$ cat src/rtl/watch_pkg.sv
// Shared types and constants for the watch time-setting logic: FSM states,
// field limits and edit_o codes.
package watch_pkg;

  typedef enum logic [1:0] {
    ST_RUN      = 2'd0,
    ST_SET_HOUR = 2'd1,
    ST_SET_MIN  = 2'd2,
    ST_LOAD     = 2'd3
  } state_t;

  localparam logic [4:0] HOUR_MAX = 5'd23;
  localparam logic [5:0] MIN_MAX  = 6'd59;

  localparam logic [1:0] EDIT_RUN  = 2'b00;
  localparam logic [1:0] EDIT_HOUR = 2'b01;
  localparam logic [1:0] EDIT_MIN  = 2'b10;

  function automatic logic [1:0] edit_code(input state_t s);
    case (s)
      ST_SET_HOUR: edit_code = EDIT_HOUR;
      ST_SET_MIN:  edit_code = EDIT_MIN;
      default:     edit_code = EDIT_RUN;
    endcase
  endfunction

endpackage

$ cat src/rtl/time_set_ctrl_btn_evt.sv
// Button event generator: registered rising-edge detect plus optional
// auto-repeat (first repeat after RPT_DLY held cycles, then every RPT_PER).
module btn_evt
  import watch_pkg::*;
#(
  parameter bit REPEAT_EN = 1'b0,
  parameter int RPT_DLY   = 16,
  parameter int RPT_PER   = 4
) (
  input  logic clk_i,
  input  logic rst_ni,
  input  logic btn_i,
  output logic evt_o
);

  localparam int CNT_W = $clog2(RPT_DLY + 1);

  logic             r_btn;
  logic             r_btn_d;
  logic             r_armed;
  logic [CNT_W-1:0] r_cnt;
  logic             w_press;
  logic             w_held;
  logic             w_rpt;

  assign w_press = r_btn & ~r_btn_d;
  assign w_held  = r_btn & r_btn_d;
  assign w_rpt   = REPEAT_EN & w_held & (r_cnt == CNT_W'(RPT_DLY));
  assign evt_o   = w_press | w_rpt;

  // r_armed seeds the delayed copy from the live input on the first cycle out
  // of reset, so a button held through reset release is not seen as a press.
  // r_cnt only runs after a genuine press, for the same reason.
  always_ff @(posedge clk_i or negedge rst_ni) begin
    if (!rst_ni) begin
      r_btn   <= 1'b0;
      r_btn_d <= 1'b0;
      r_armed <= 1'b0;
      r_cnt   <= '0;
    end else begin
      r_btn   <= btn_i;
      r_btn_d <= r_armed ? r_btn : btn_i;
      r_armed <= 1'b1;
      if (w_press)
        r_cnt <= CNT_W'(1);
      else if (!w_held)
        r_cnt <= '0;
      else if (w_rpt)
        r_cnt <= CNT_W'(RPT_DLY - RPT_PER + 1);
      else if (r_cnt != '0 && r_cnt != CNT_W'(RPT_DLY))
        r_cnt <= r_cnt + 1'b1;
    end
  end

endmodule

$ cat src/rtl/time_set_ctrl.sv
// Watch time-setting controller: mode button cycles RUN/SET_HOUR/SET_MIN/LOAD,
// inc button edits the field. Macro TIME_SET_AUTO_REPEAT_EN enables inc auto-repeat.
module time_set_ctrl
  import watch_pkg::*;
#(
  parameter int BLINK_PER = 8,
  parameter int RPT_DLY   = 16,
  parameter int RPT_PER   = 4
) (
  input  logic       clk_i,
  input  logic       rst_ni,
  input  logic       mode_btn_i,
  input  logic       inc_btn_i,
  input  logic [4:0] cur_hour_i,
  input  logic [5:0] cur_min_i,
  output logic [4:0] hour_ival_o,
  output logic [5:0] min_ival_o,
  output logic       load_o,
  output logic [1:0] edit_o,
  output logic       blink_o
);

`ifdef TIME_SET_AUTO_REPEAT_EN
  localparam bit INC_RPT_EN = 1'b1;
`else
  localparam bit INC_RPT_EN = 1'b0;
`endif

  localparam int BL_W = $clog2(BLINK_PER + 1);

  state_t          r_state;
  logic [4:0]      r_hour;
  logic [5:0]      r_min;
  logic            r_load;
  logic [1:0]      r_edit;
  logic            r_blink;
  logic [BL_W-1:0] r_bcnt;
  logic            w_mode_evt;
  logic            w_inc_evt;
  logic            w_bl_wrap;

  btn_evt #(
    .REPEAT_EN (1'b0),
    .RPT_DLY   (RPT_DLY),
    .RPT_PER   (RPT_PER)
  ) u_mode_evt (
    .clk_i  (clk_i),
    .rst_ni (rst_ni),
    .btn_i  (mode_btn_i),
    .evt_o  (w_mode_evt)
  );

  btn_evt #(
    .REPEAT_EN (INC_RPT_EN),
    .RPT_DLY   (RPT_DLY),
    .RPT_PER   (RPT_PER)
  ) u_inc_evt (
    .clk_i  (clk_i),
    .rst_ni (rst_ni),
    .btn_i  (inc_btn_i),
    .evt_o  (w_inc_evt)
  );

  function automatic logic [4:0] clamp_hour(input logic [4:0] v);
    clamp_hour = (v > HOUR_MAX) ? 5'd0 : v;
  endfunction

  function automatic logic [5:0] clamp_min(input logic [5:0] v);
    clamp_min = (v > MIN_MAX) ? 6'd0 : v;
  endfunction

  function automatic logic [4:0] next_hour(input logic [4:0] v);
    next_hour = (v >= HOUR_MAX) ? 5'd0 : v + 5'd1;
  endfunction

  function automatic logic [5:0] next_min(input logic [5:0] v);
    next_min = (v >= MIN_MAX) ? 6'd0 : v + 6'd1;
  endfunction

  assign w_bl_wrap = (r_bcnt == BL_W'(BLINK_PER - 1));

  // Every state change reloads the blink phase (on, count 0); mode always
  // takes priority over a coincident inc event.
  always_ff @(posedge clk_i or negedge rst_ni) begin
    if (!rst_ni) begin
      r_state <= ST_RUN;
      r_hour  <= 5'd0;
      r_min   <= 6'd0;
      r_load  <= 1'b0;
      r_edit  <= EDIT_RUN;
      r_blink <= 1'b0;
      r_bcnt  <= '0;
    end else begin
      r_load <= 1'b0;
      case (r_state)
        ST_RUN: begin
          r_blink <= 1'b0;
          r_bcnt  <= '0;
          if (w_mode_evt) begin
            r_state <= ST_SET_HOUR;
            r_edit  <= edit_code(ST_SET_HOUR);
            r_hour  <= clamp_hour(cur_hour_i);
            r_min   <= clamp_min(cur_min_i);
            r_blink <= 1'b1;
          end
        end
        ST_SET_HOUR: begin
          if (w_mode_evt) begin
            r_state <= ST_SET_MIN;
            r_edit  <= edit_code(ST_SET_MIN);
            r_blink <= 1'b1;
            r_bcnt  <= '0;
          end else begin
            if (w_inc_evt)
              r_hour <= next_hour(r_hour);
            r_bcnt <= w_bl_wrap ? '0 : r_bcnt + 1'b1;
            if (w_bl_wrap)
              r_blink <= ~r_blink;
          end
        end
        ST_SET_MIN: begin
          if (w_mode_evt) begin
            r_state <= ST_LOAD;
            r_edit  <= edit_code(ST_LOAD);
            r_load  <= 1'b1;
            r_blink <= 1'b0;
            r_bcnt  <= '0;
          end else begin
            if (w_inc_evt)
              r_min <= next_min(r_min);
            r_bcnt <= w_bl_wrap ? '0 : r_bcnt + 1'b1;
            if (w_bl_wrap)
              r_blink <= ~r_blink;
          end
        end
        ST_LOAD: begin
          r_state <= ST_RUN;
          r_edit  <= edit_code(ST_RUN);
          r_blink <= 1'b0;
          r_bcnt  <= '0;
        end
        default: begin
          r_state <= ST_RUN;
          r_edit  <= EDIT_RUN;
          r_blink <= 1'b0;
          r_bcnt  <= '0;
        end
      endcase
    end
  end

  assign hour_ival_o = r_hour;
  assign min_ival_o  = r_min;
  assign load_o      = r_load;
  assign edit_o      = r_edit;
  assign blink_o     = r_blink;

endmodule

$ cat config.mk
export PLATFORM = sky130hd
export DESIGN_NAME = time_set_ctrl
export DESIGN_NICKNAME = d
export VERILOG_FILES = /design/src/rtl/watch_pkg.sv /design/src/rtl/time_set_ctrl_btn_evt.sv /design/src/rtl/time_set_ctrl.sv
export SDC_FILE = /design/constraint.sdc
export NUM_CORES = 1
export LEC_CHECK = 0
export CAP_MARGIN = 20
export CORE_AREA = 2 2 58 60
export CTS_CLUSTER_SIZE = 10
export DETAILED_ROUTE_END_ITERATION = 8
export DIE_AREA = 0 0 60 62
export GPL_TIMING_DRIVEN = 0
export PLACE_DENSITY = 0.76
export SLEW_MARGIN = 30
export SYNTH_ARGS = -nofsm -noshare
export SYNTH_HDL_FRONTEND = slang
export SYNTH_SLANG_ARGS = --single-unit
$ cat constraint.sdc
create_clock -name clk_i -period 2.3 [get_ports clk_i]
set_clock_uncertainty 0.1 [all_clocks]
set_input_delay 0.575 -clock clk_i [delete_from_list [all_inputs] [get_ports clk_i]]
set_output_delay 0.575 -clock clk_i [all_outputs]
set_load 0.005 [all_outputs]
==> flow_summary.ini <==
[outcome]
status = completed

[worst_setup_path]
critPathSlowestCell = clkdlybuf4s50_1
worstPathCellList = clkdlybuf4s50_1
cp_max_fo = 8
crit_path_start_kind = register
critPathMaxStageDelay_ns = 0.56
cp.required_ns = 1.62
endpoint_kind = output port
rrSetupSlack_ns = 0.36
path_delay_family = buffers and inverters
regToRegEndpoint = hour_ival_o[1]
criticalPathCategory = reg2out
ff2ff_path_depth = 6
worstReg2RegStart = r_state[0]
critPathArrivalTime_ns = 1.40
worst-path-buf-inv = 1

[clock_tree]
cts.clk_slew.worst_paths_ns = 0.13
clock-sinks = 26
cts_resized = 0
cts-root-buf = clkbuf_4
cts_tree = done
cts_buffer_depth = 2
clkLatencyLatePin_ns = 0.31
hold_buffers = 0
postCtsSetupRepairBufs = 0
ctsHtreeMaxLevel = 1
numCtsBuffers = 3

[placement]
place_inst = 227
postPlaceCellArea_mm2 = 0.001837
gp_congestion = 0.9238
dp_hpwl_mm = 2.413
portBuffers = 29

[routing]
via_count = 1283
drc = 0
drtIter0Drc = 52
via_per_inst = 5.554
ant_nets = 0
wl_mm = 3.123
drtPass1Iterations = 4
drt-wirelength-per-cell_um = 13.52

[synth]
synth-simple-area-share_pct = 21.02
ys_seq_area_share_pct = 43.55
synthXorXnorAreaFrac_pct = 1.173
async_flop_share_pct = 100.0
syn_avg_cell_area_um2 = 9.829
syn_nets = 173
synth_top_family_by_area = compound AO/OA/AOI/OAI gates
synth_ff_type = dfrtp_1
yosysTopAreaCellShare_pct = 43.55
synthTopCellsByArea = dfrtp_1 (44%), ha_1 (5.0%), nand2_1 (3.5%)
yosys.cell_count.top_type = dfrtp_1
synthDistinctLibCells = 48
synthesis.area_mm2 = 0.001494
netlist_instances = 152
ys_seq_elements = 26
synth_edf_count = 0
synth_top_area_cell = dfrtp_1
synth_mux_area_share_pct = 3.183
synthAdderAreaFrac_pct = 5.025
yosysWarnings = 0
yosys-top-cells-count = dfrtp_1 (26), nand2_1 (14), nor2_1 (10), o21ai_0 (10), nand3_1 (9)
synth_compound_area_share_pct = 21.78

[sta]
finalSetupViolCount = 0
drv_slew = 0
hold_viol = 0
period_share_pct = 90.24
relSlewSlack_pct = 62.15
rsz0062_at_grt = false
fin_tns_setup_ns = 0
worst_pin_slew_ns = 0.5678
fin_hold_ws_ns = 0.1346
fmax_mhz = 481.8
period_minus_slack_ns = 2.076

[floorplan]
floorplan.rows = 21
die_w_um = 60
num_io_pins = 30
core_mm2 = 0.003179
die_h_um = 62
die-area_mm2 = 0.003720
initial_core_util_pct = 46.99

[global_routing]
grt_start_max_net_pins = 27
grt.busiest_layer = met2
grt_usage_pct = 18.35
grt_use_met2_pct = 33.07
grt_pass1_vias = 1220
grt_util_met3_pct = 2.899
grt_pass1_wl_mm = 5.133
grt_util_met1_pct = 21.41
antenna_found_initial = 0
overflow = 0

[pwr]
ir_drop_uv = 443.2
power.leakage_nw = 0.7774
power_density_mw_per_mm2 = 1126

[layout]
diodes = 0
final_cells = 231
layout.nets = 207
fin_area_mm2 = 0.001873
synthToLayoutAreaGrowth_pct = 25.38
nFillCells = 275
utilization_pct = 58.91
drive_gt1_share_pct = 10.27

[hold_path]
hp-class = in2async

[run]
cap_violations = 0
[worst max path at each step]
| stage | start | to | slack (ns) | cells after the start |
|---|---|---|---|---|
| 3_3_place_gp | rst_ni | hour_ival_o[0] | 0.25 | 1 |
| 2_1_floorplan | r_state[1] | hour_ival_o[1] | 0.55 | 7 |
| 4_1_cts | min_ival_o[2] | min_ival_o[2] | 0.22 | 1 |
| 3_5_place_dp | cur_hour_i[4] | hour_ival_o[1] | 0.37 | 5 |
| 5_1_grt | hour_ival_o[3] | hour_ival_o[3] | 0.15 | 1 |
| 6_report | min_ival_o[2] | min_ival_o[2] | 0.22 | 1 |
[layer usage]
metal,wire (µm),up-vias
li1,-,627
met1,1364,629
met2,1643,23
met3,88,4
met4,27,0
met5,0,-
[kinds of logic (layout without fill, tap and decap cells)]
family                     Yosys count  count (layout)
AOI/OAI and AO/OA                   45              45
xor gates and xnor gates             2               2
adders and majority gates            6               6
buffers and inverters               11              44
DFF                                 26              26
muxes                                4               4
other                                1               1
and+or+nand+nor                     57              57
[where the power goes]
group          leakage [nW]  switching, mW  internal [mW]  total (mW)
Clock                0.0210          0.127         0.0967       0.223
Combinational         0.434          0.540          0.555        1.09
Sequential            0.323          0.180          0.611       0.791
Total                 0.777          0.846           1.26        2.11
[cells in the final DEF, fill, tap and decap left out, types with 3 or more instances in the layout]
cell,instances
and3_1,3
nor2_1,10
clkbuf_4,3
a31oi_1,3
nor2b_1,3
o21ai_0,10
dfrtp_1,26
nor3_1,4
nand2_1,14
inv_1,6
a21oi_1,8
ha_1,6
clkdlybuf4s50_1,28
a22oi_1,3
o21a_1,3
nand3_1,9
[flip-flops by register name (all words and copies together) (netlist names), 2 cells and up]
| register | cells |
|---|---|
| hour_ival_o | 5 |
| min_ival_o | 6 |
| r_state | 2 |
| r_bcnt | 4 |
| edit_o | 2 |
[layout make-up]
class	instances	area [µm²]	share of cell area, %
multi-input cells	115	783.3	41.82
flip-flops and latches	26	650.6	34.74
repair buffers	29	285.3	15.23
well taps	46	57.56	3.073
clock buffers	4	36.28	1.937
plain buffers	4	33.78	1.804
inverters	7	26.28	1.403
[per-stage QoR]
| step | setup WS [ns] | power, mW |
|---|---|---|
| after CTS | 0.2192 | 2.128 |
| after detailed placement | 0.3662 | 1.896 |
| after global routing | 0.1456 | 2.299 |
| after floorplan | 0.5519 | 1.448 |
| final | 0.2245 | 2.109 |
| after global placement | 0.2492 | 1.842 |
No activity file was read; power rests on OpenSTA's default activity.
==> variant, RTL diff (same settings) <==
Build with the macro `TIME_SET_AUTO_REPEAT_EN` defined.
--- a/src/rtl/time_set_ctrl.sv
+++ b/src/rtl/time_set_ctrl.sv
@@ -1,5 +1,7 @@
 // Watch time-setting controller: mode button cycles RUN/SET_HOUR/SET_MIN/LOAD,
 // inc button edits the field. Macro TIME_SET_AUTO_REPEAT_EN enables inc auto-repeat.
+`define TIME_SET_AUTO_REPEAT_EN
+
 module time_set_ctrl
   import watch_pkg::*;
 #(
Check against the original RTL: no difference found for any inputs over 10 cycles, from zero or initial values and one cycle with rst_ni low; that may be too few to reach the edited logic, so the function may still have changed.
==> variant against the unedited design <==
Global-route usage rose by 6.5 points. First-iteration DRC count increased by 77%. Wire length up 31%. Worst setup slack got worse by 0.041 ns. Fmax is 1.9% lower. Total power increased by 17%. Synthesized area up 21%. Final cell count up 14%. Critical path depth rose by 7. Design area grew 19%. Sequential cell count increased by 5. Sequential share of layout area increased by 0.15 points. Critical path type is now register to register. Largest power group unchanged.
==> variant: results (changes against the unedited design) <==
- The setup total negative slack came to 0 ns (unchanged).
- The share of layout cells above drive strength 1 came to 10.6% (+0.33 points).
- The arrival time of data at the critical path endpoint is 2.23 ns (+0.83 ns).
- The number of design-rule violations left by the first detailed-router iteration is 92 (+77%).
- The flow ran to the end, and the final reports show no timing, DRC or antenna violations.
- The leakage power figure was 1.00 nW (+29%).
- The end-of-flow core utilization was 69.9% (+11 points).
- The H-tree level count came to 2 (+1).
- The combined global-route utilization of all metal layers is 24.8% (+6.5 points).
- The gate count after technology mapping came to 180 (+18%).
- The total wirelength of the detailed-routed design is 4100 um (+31%).
- The count of fill cells added during filler insertion came to 247 (-10%).
- In the synthesized netlist, the cells that appear most often are sky130_fd_sc_hd__dfrtp_1, sky130_fd_sc_hd__inv_1, sky130_fd_sc_hd__a21oi_1.
- The half-perimeter wire length of the detailed placement result is 2980 um (+23%).
- The worst-margin pin slew is 0.686 ns (+0.118 ns).
- The antenna cell count is 0 (unchanged).
- The total CTS buffers is 5 (+2).
- The clock-pin slew on the worst setup and hold paths came to 0.10 ns (-0.03 ns).
- Clock tree synthesis selected as its root buffer the cell sky130_fd_sc_hd__clkbuf_4.
- The placer's final routability congestion estimate came to 0.758 (-18%).
- The net switching power is 961 uW (+14%).
- The maximum net fanout on the critical path is 9 (+1).
- The routed via count is 1508 (+18%).
- The instance area after placement is 2150 um^2 (+17%).
- The Yosys warning count is 0 (unchanged).
- The global-route wire length before repair was 6810 um (+33%).
- The total number of nets in the final design came to 240 (+16%).
- The sequential area share after synthesis was 42.9% (-0.67 points).
- The count of buffers from port buffering is 29 (unchanged).
- Ranked by total cell area, the synthesized netlist is headed by sky130_fd_sc_hd__dfrtp_1, sky130_fd_sc_hd__ha_1, sky130_fd_sc_hd__a21oi_1, sky130_fd_sc_hd__inv_1, sky130_fd_sc_hd__mux2_2.
- The worst supply voltage drop on vdd is 0.660 mV (+49%).
- The maximum buffer depth of the clock tree is 2 (unchanged).
- The async set-reset flop share out of synthesis is 100% (unchanged).
- The setup slack after placement came to 0.140 ns (-0.226 ns).
- The count of different cell masters after synthesis came to 53 (+10%).
- The total iterations of the first detailed-routing run is 4 (unchanged).
- The final non-filler cell total is 263 (+14%).
- The maximum cell stage delay along the critical path is 0.41 ns (-0.15 ns).
- The net count of the mapped netlist is 204 (+18%).
- Among all stages on the critical path, the largest delay is contributed by sky130_fd_sc_hd__dfrtp_1.
- The kind of cell with the highest combined delay on the critical path is compound AO/OA/AOI/OAI gates.
- The maximum number of pins on one net before global-route repair is 32 (+19%).
- The number of antenna violations at the first check in global routing was 0 (unchanged).
variant: power groups by stage:
stage	clock network [mW]	registers, mW	logic (mW)
after global placement	0	0.877	1.15
after detailed placement	0	0.888	1.20
after global routing	0.402	0.908	1.35
after CTS	0.374	0.879	1.21
after floorplan	0	0.867	0.735
final	0.369	0.884	1.21
variant: per-layer routing:
metal	GRT usage, %	vias up	routed length, um
met4	8.89	0	67
met1	31.4	741	1830
met2	42.5	22	2100
met3	4.76	9	98
met5	0	-	0
li1	-	736	-
variant: path summary, 6_finish.rpt:
check,from,end,slack [ns],depth (start not counted)
setup / recovery,r_state[0],min_ival_o[5],0.18,8
hold / removal,rst_ni,hour_ival_o[2],0.18,1
setup reg to reg,r_state[0],min_ival_o[5],0.18,8
hold reg to reg,r_bcnt[0],r_bcnt[0],0.37,1
max in group asynchronous,rst_ni,u_mode_evt.r_btn_d,1.48,1
min in group clk_i,r_bcnt[0],r_bcnt[0],0.37,1
variant: kinds of logic (layout without fill, tap and decap cells):
group	after synthesis	in the layout	share of synthesized area, %
buf+inv	22	59	5.53
other cells	1	1	0.207
compound gates	53	53	22.5
mux	8	8	4.77
flops	31	31	42.9
simple gates	52	52	16.0
xor+xnor	4	4	1.94
fa+ha+maj	9	9	6.22
variant: what timing repair did:
action | 4_1_cts | 5_1_grt
endpoints found under the setup margin | 0 | 1
gates resized for setup | 0 | 1
endpoints found under the hold margin | 0 | 0
variant: area by class of cell:
type,instances,share of cell area [%]
clock buffers,8,3.10
multi-input cells,127,42.1
flip-flops and latches,31,34.9
repair buffers,29,12.8
inverters,16,2.70
well taps,46,2.59
plain buffers,6,1.80
